### src/rtl/nibble_delta_decoder.sv
// Rebuilds 16-bit words from a header nibble plus MSB-first differing nibbles, relative to the last emitted word.
// Latency: the word is presented the cycle after its last nibble is accepted; input stalls while a word awaits out_ready.
module nibble_delta_decoder #(
  parameter logic [15:0] REF_INIT = 16'h0000
) (
  input  logic        clk,
  input  logic        rst,
  input  logic [3:0]  in_nib,
  input  logic        in_valid,
  output logic        in_ready,
  output logic [15:0] out_word,
  output logic        out_valid,
  input  logic        out_ready,
  output logic [3:0]  out_mask,
  output logic        err
);

  typedef enum logic [1:0] {
    S_HDR  = 2'd0,
    S_DATA = 2'd1,
    S_OUT  = 2'd2
  } state_e;

  state_e      state_q, state_d;
  logic [15:0] ref_q, ref_d;
  logic [15:0] work_q, work_d;
  logic [3:0]  mask_q, mask_d;
  logic [3:0]  pend_q, pend_d;
  logic        err_q, err_d;
  logic        out_valid_q, out_valid_d;

  logic        in_acc;
  logic        out_acc;
  logic [1:0]  top_k;
  logic [3:0]  pend_left;

  assign in_ready = !rst && (state_q != S_OUT);
  assign in_acc   = in_valid && in_ready;
  assign out_acc  = out_valid_q && out_ready;

  // Differing nibbles arrive most-significant first, so always fill the highest pending slot.
  always_comb begin
    top_k = 2'd0;
    if (pend_q[3])      top_k = 2'd3;
    else if (pend_q[2]) top_k = 2'd2;
    else if (pend_q[1]) top_k = 2'd1;
    else                top_k = 2'd0;
  end

  assign pend_left = pend_q & ~(4'b0001 << top_k);

  always_comb begin
    state_d = state_q;
    ref_d   = ref_q;
    work_d  = work_q;
    mask_d  = mask_q;
    pend_d  = pend_q;
    err_d   = err_q;
    case (state_q)
      S_HDR: begin
        if (in_acc) begin
          mask_d  = in_nib;
          work_d  = ref_q;
          pend_d  = ~in_nib;
          state_d = (in_nib == 4'hF) ? S_OUT : S_DATA;
        end
      end
      S_DATA: begin
        if (in_acc) begin
          work_d[{top_k, 2'b00} +: 4] = in_nib;
          pend_d = pend_left;
          if (in_nib == ref_q[{top_k, 2'b00} +: 4]) err_d = 1'b1;
          if (pend_left == 4'h0) state_d = S_OUT;
        end
      end
      S_OUT: begin
        if (out_acc) begin
          ref_d   = work_q;
          state_d = S_HDR;
        end
      end
      default: state_d = S_HDR;
    endcase
    out_valid_d = (state_d == S_OUT);
  end

  always_ff @(posedge clk) begin
    if (rst) begin
      state_q     <= S_HDR;
      ref_q       <= REF_INIT;
      work_q      <= REF_INIT;
      mask_q      <= 4'hF;
      pend_q      <= 4'h0;
      err_q       <= 1'b0;
      out_valid_q <= 1'b0;
    end else begin
      state_q     <= state_d;
      ref_q       <= ref_d;
      work_q      <= work_d;
      mask_q      <= mask_d;
      pend_q      <= pend_d;
      err_q       <= err_d;
      out_valid_q <= out_valid_d;
    end
  end

  assign out_valid = out_valid_q;
  assign out_word  = work_q;
  assign out_mask  = mask_q;
  assign err       = err_q;

endmodule

### config.mk
export PLATFORM = sky130hd
export DESIGN_NAME = nibble_delta_decoder
export DESIGN_NICKNAME = d
export VERILOG_FILES = /design/src/rtl/nibble_delta_decoder.sv
export SDC_FILE = /design/constraint.sdc
export NUM_CORES = 1
export LEC_CHECK = 0
export ABC_CLOCK_PERIOD_IN_PS = 1950
export BUFFER_PORTS_ARGS = -buffer_cell sky130_fd_sc_hd__buf_2
export CORE_ASPECT_RATIO = 0.75
export CORE_UTILIZATION = 50
export DETAILED_ROUTE_END_ITERATION = 16
export GPL_TIMING_DRIVEN = 1
export PLACE_DENSITY_LB_ADDON = 0.08
export SLEW_MARGIN = 20
export SYNTH_ARGS = -nofsm -noshare
export SYNTH_HDL_FRONTEND = slang
export SYNTH_SLANG_ARGS = --single-unit
### constraint.sdc
create_clock -name clk -period 1.95 [get_ports clk]
set_input_delay 0 -clock clk [delete_from_list [all_inputs] [get_ports clk]]
set_output_delay 0 -clock clk [all_outputs]
set_load 0.1 [all_outputs]
# Word level (Yosys, flattened, before mapping)
# Index checks and enable logic that the tools add are counted.
[word_totals]
in_bits = 8
word_cells = 50
latchBits = 0
out_inout_bits = 23
rom_bits = 0
mem_count = 0
mem_bits_rw = 0
ff_bits = 44
[classes]
n_eq_ne = 8
bitwise = 3
mul = 0
n_div = 0
n_addsub = 1
order_cmp = 0
n_mux = 16
reduce_logical = 11
shifts = 4
[op_table]
columns = ["op", "count"]
rows = [
  ["two-way mux 16 bit", 2],
  ["case mux 16 bit (2 select lines)", 1],
  ["bitwise mux 16 bit", 1],
  ["variable shift 4 x 6 -> 16 bit (first input constant)", 1],
  ["variable part select 16 x 5 -> 4 bit", 1],
  ["variable part select 4 x 6 -> 16 bit", 1],
  ["two-way mux 2 bit", 7],
  ["two-way mux 4 bit", 2],
  ["NOT 4 bit", 2],
  ["case mux 4 bit (2 select lines)", 1],
  ["!= test 2 bit (second input constant)", 3],
  ["negation 4 -> 6 bit", 1],
  ["case mux 2 bit (3 select lines)", 1],
  ["AND reduction 3 bit", 2],
  ["AND 4 bit", 1],
  ["equality test 2 bit (second input constant)", 2],
  ["equality test 4 bit", 1],
  ["equality test 4 bit (second input constant)", 1],
  ["logical NOT 4 bit", 1],
  ["AND reduction 2 bit", 2],
  ["<< shifter 1 x 2 -> 4 bit (first input constant)", 1],
  ["logical AND 1 bit", 3],
  ["equality test 2 x 1 -> 1 bit (second input constant)", 1],
  ["logical NOT 2 bit", 1],
  ["other kinds (3)", 3],
]

# Logic depth before layout (Yosys ltp)
[depth]
word_depth = 11
ltp_mapped = 8
mapped_depth_nobuf = 8

# Least setup slack after synthesis
# OpenSTA, ideal clock, no wires.
[synth_path]
kind = "reg2reg"
start = "reg out_valid_q (netlist: out_valid)"
end = "reg ref_q[0]"
slack_ns = 0.050
setup_ns = 0.071
path_buffers = 2
period_less_slack_ns = 1.900
t_required_ns = 1.879
path_stages_with_launch = 6
arrival_time_ns = 1.829
cell_sequence = "dfxtp_1 and3_1 clkbuf_1 buf_2 nand2_1 a21oi_1"
[synth_via]
elab_chain_cells = 2
[synth_lines]
columns = ["item", "line", "text"]
rows = [
  ["start, declared", "30", "logic out_valid_q, out_valid_d;"],
  ["start signal, assigned", "103", "out_valid_q <= out_valid_d;"],
  ["logical AND 1 bit", "39", "assign out_acc = out_valid_q && out_ready;"],
  ["AND reduction 2 bit (no line)", "--", ""],
  ["end signal, assigned", "98", "ref_q <= ref_d;"],
  ["end, declared", "25", "logic [15:0] ref_q, ref_d;"],
]
# No other way between the ends.
# A chain may end at the register's enable or synchronous reset.

# Worst setup path after layout
[layout_path]
start = "reg pend_q[2]"
end = "reg work_q[9] (netlist: out_word[9])"
[layout_via]
elab_chain_cells = 7
elab_cells_between_ends = 8
classes_between = "add/sub (1); shift (2); mux (5)"
[layout_lines]
columns = ["item", "line", "text"]
rows = [
  ["start, declared", "28", "logic [3:0] pend_q, pend_d;"],
  ["start signal, assigned", "101", "pend_q <= pend_d;"],
  ["two-way mux 2 bit (*)", "45", "else if (pend_q[2]) top_k = 2'd2;"],
  ["two-way mux 2 bit (*)", "44", "if (pend_q[3]) top_k = 2'd3;"],
  ["negation 4 -> 6 bit (*)", "70", "work_d[{top_k, 2'b00} +: 4] = in_nib;"],
  ["variable part select 4 x 6 -> 16 bit or variable shift 4 x 6 -> 16 bit (tied branches)", "70", ""],
  ["bitwise mux 16 bit (*)", "70", ""],
  ["two-way mux 16 bit (*)", "69", "if (in_acc) begin"],
  ["case mux 16 bit (2 select lines) (*)", "59", "case (state_q)"],
  ["end signal, assigned", "99", "work_q <= work_d;"],
  ["end, declared", "26", "logic [15:0] work_q, work_d;"],
]
# Every way passes the cells marked *; elsewhere a longest branch is shown, timed or not. The select of a mux whose other input is x is not followed.

==> reports/metrics.csv <==
stage;metric;value;unit
outcome;status;finished clean;
worst_setup_path;crit_fanout;6;
clocking;cts.path.max_buffers;2;
yosys;syn_area_per_cell;8.13;um2
sta;period_minus_slack;1.76;ns
sta;max_freq;0.568;GHz
finish;drive_gt1_share;21.3;%
yosys;post-synth-top-area-fraction;42.0;%
yosys;synth_nets;271;
clocking;clock-sinks;44;
routing;drt-initial-drc-count;144;
global_route;grt_overflow_total;0;
worst_setup_path;worst_path_max_delay_cell;dfxtp_2;
pwr;powerDensity;867;nW/um2
finish;fin_nets;299;
job;max-cap-violations;0;
yosys;synth-seq-cells;44;
yosys;synth_xor_area_share;1.25;%
worst_setup_path;critPathRequiredTime;2.16;ns
sta;slew-limit-headroom;67.8;%
worst_setup_path;path_cells;inv_2, a21oi_4, ha_1, nor3_2, a32oi_1, a211oi_1;
global_route;grt_pass1_wl;8.44;mm
global_route;grt_pass1_vias;1678;
routing;drt_wl_total;5.08;mm
floorplanning;die_x;76.8;um
yosys;synthAdderAreaFrac;2.98;%
worst_setup_path;critPathCaptureType;flop;
yosys;synthMuxAreaShare;2.45;%
yosys;synth_cell_types;42;
floorplanning;dieArea;4460;um2
clocking;root_buffer;clkbuf_8;
worst_hold_path;hold_path_class;in2reg;
finish;final_cell_mix;43 x dfxtp_1, 37 x nand2_1, 35 x nor2_1;
clocking;numCtsBuffers;5;
sta;tns;0;ns
sta;slew_violations;0;
yosys;synth_compound_area_share;25.2;%
clocking;htree_num_levels;2;
clocking;post_cts.repair.setup_buffers;0;
finish;fill_cells;352;
routing;vias;1885;
routing;detail_route.wl_per_cell;15.0;um
yosys;yosysSeqAreaShare;42.0;%
yosys;synthSimpleGateAreaFrac;19.3;%
placement;dp_hpwl;3.50;mm
floorplanning;die_h;58.1;um
floorplanning;start_util;54.8;%
floorplanning;io_pins;31;
sta;rsz0062_at_grt;false;
worst_setup_path;r2r_setup_slack;0.19;ns
yosys;synth_edf_count;0;
clocking;clk_latency;0.30;ns
sta;hold_slack;0.0610;ns
global_route;track_usage;24.8;%
yosys;synth_flop_cell;dfxtp_1;
routing;met1_length;2.58;mm
worst_setup_path;crit_arrival;1.97;ns
yosys;syn_inst;258;
finish;syn2layout_area_growth;15.1;%
sta;setup_viol;0;
yosys;yosysTopAreaCell;dfxtp_1;
pwr;p_total;2.09;mW
routing;firstDrtPassIters;4;
routing;wl_met2;2.08;mm
worst_setup_path;worst_setup_path_start_kind;flop;
worst_setup_path;critPathMaxStageDelay;0.37;ns
worst_setup_path;cpLargestDelayFamily;compound AO/OA/AOI/OAI gates;
yosys;yosysWarnings;0;
yosys;synth_top_family_by_area;compound AO/OA/AOI/OAI gates;
floorplanning;num_rows;19;
floorplanning;coreArea;3830;um2
yosys;syn_area;2100;um2
placement;place_congestion;0.878;
worst_setup_path;path_class;reg2reg;
placement;io_buffers;30;
clocking;cts.clk_slew.worst_paths;0.08;ns
sta;fin_worst_skew;0.00741;ns
finish;layout_commonest_cell;dfxtp_1;
routing;drcViolationCount;0;
clocking;cts_tree;built;
routing;dr.max_layer_used;met4;
yosys;async_flop_share;0;%
pwr;peakVddDrop;0.579;mV
yosys;synthTopCellsByArea;dfxtp_1 42%, nand2_1 6.6%, nor2_1 6.3%, a211oi_1 5.7%, a21oi_1 5.3%;
routing;avgViaCountPerCell;5.56;
sta;tightest_slew;0.486;ns
routing;ant_nets;0;
global_route;grt_antenna_before_repair;0;
worst_setup_path;crit_buf_inv;1;
routing;wl_met3;350;um
sta;final_hold_viol_count;0;
finish;n_antenna_cell;0;
global_route;grt_max_degree;42;
sta;period_share;90.3;%
pwr;p_leak;0.930;nW
through the flow:
stage               cells  area, um2  setup WS [ns]  utilization, %
floorplan             258       2100         0.0504               -
global placement      331       2300          0.167            60.2
detailed placement    331       2300          0.120            60.2
CTS                   339       2390         0.0853            62.6
global route          339       2410         0.0572            63.1
finish                339       2410          0.189            63.1
power by group:
group | switching, mW | internal (mW)
registers | 0.0319 | 0.939
logic | 0.419 | 0.118
clock network | 0.295 | 0.289
total | 0.746 | 1.35
sequential cells by signal, indices dropped and copies added, names as in the netlist:
name,count
err,1
out_mask,4
out_valid,1
out_word,16
pend_q,4
ref_q,16
state_q,2
synth_stat cells, drive strengths merged, types with 2 or more instances:
cell type	count
a2111oi	2
a211oi	16
a21oi	25
a221oi	2
a22oi	5
a2bb2oi	4
a31oi	2
a32oi	10
and3	4
buf	7
clkbuf	13
dfxtp	44
ha	5
inv	14
mux2i	4
nand2	38
nand3	3
nor2	35
nor2b	2
nor3	3
nor3b	2
o21ai	5
xnor2	2
layer usage:
layer | vias up | global-route usage (%)
met5 | - | 0
li1 | 964 | -
met3 | 8 | 5.04
met2 | 54 | 36.0
met4 | 0 | 8.52
met1 | 859 | 36.4
final cells by class:
| class | count | area [um2] | share of cell area [%] |
|---|---|---|---|
| repair buffers | 41 | 233 | 9.64 |
| inverters | 14 | 52.6 | 2.18 |
| multi-input cells | 180 | 1090 | 45.2 |
| well taps | 52 | 65.1 | 2.70 |
| flip-flops and latches | 44 | 882 | 36.5 |
| clock buffers | 8 | 90.1 | 3.73 |
worst min-delay path, cell delays in order:
cell       delay [ns]
buf_2            0.13
a21oi_1          0.11
a2111oi_0        0.07
cell families (layout without fill, tap and decap cells):
logic type,Yosys count,in the layout
xor+xnor,3,3
fa+ha+maj,5,5
mux,5,5
compound gates,75,75
buf+inv,34,63
simple gates,92,92
flops,44,44
timing repair:
item,in CTS,in global routing
hold buffers,0,0
setup endpoints to repair,0,16
gates resized for setup,0,4
path summary, 6_finish.rpt:
kind	startpoint	to	depth (start not counted)
max reg2reg	pend_q[2]$_SDFFE_PP0P_	out_word[9]$_SDFFE_PP0P_	6
min	in_valid	state_q[0]$_SDFF_PP0_	3
min reg2reg	err$_SDFFE_PP0P_	err$_SDFFE_PP0P_	1
max	pend_q[2]$_SDFFE_PP0P_	out_word[9]$_SDFFE_PP0P_	6
No activity file was read; power rests on OpenSTA's default activity.
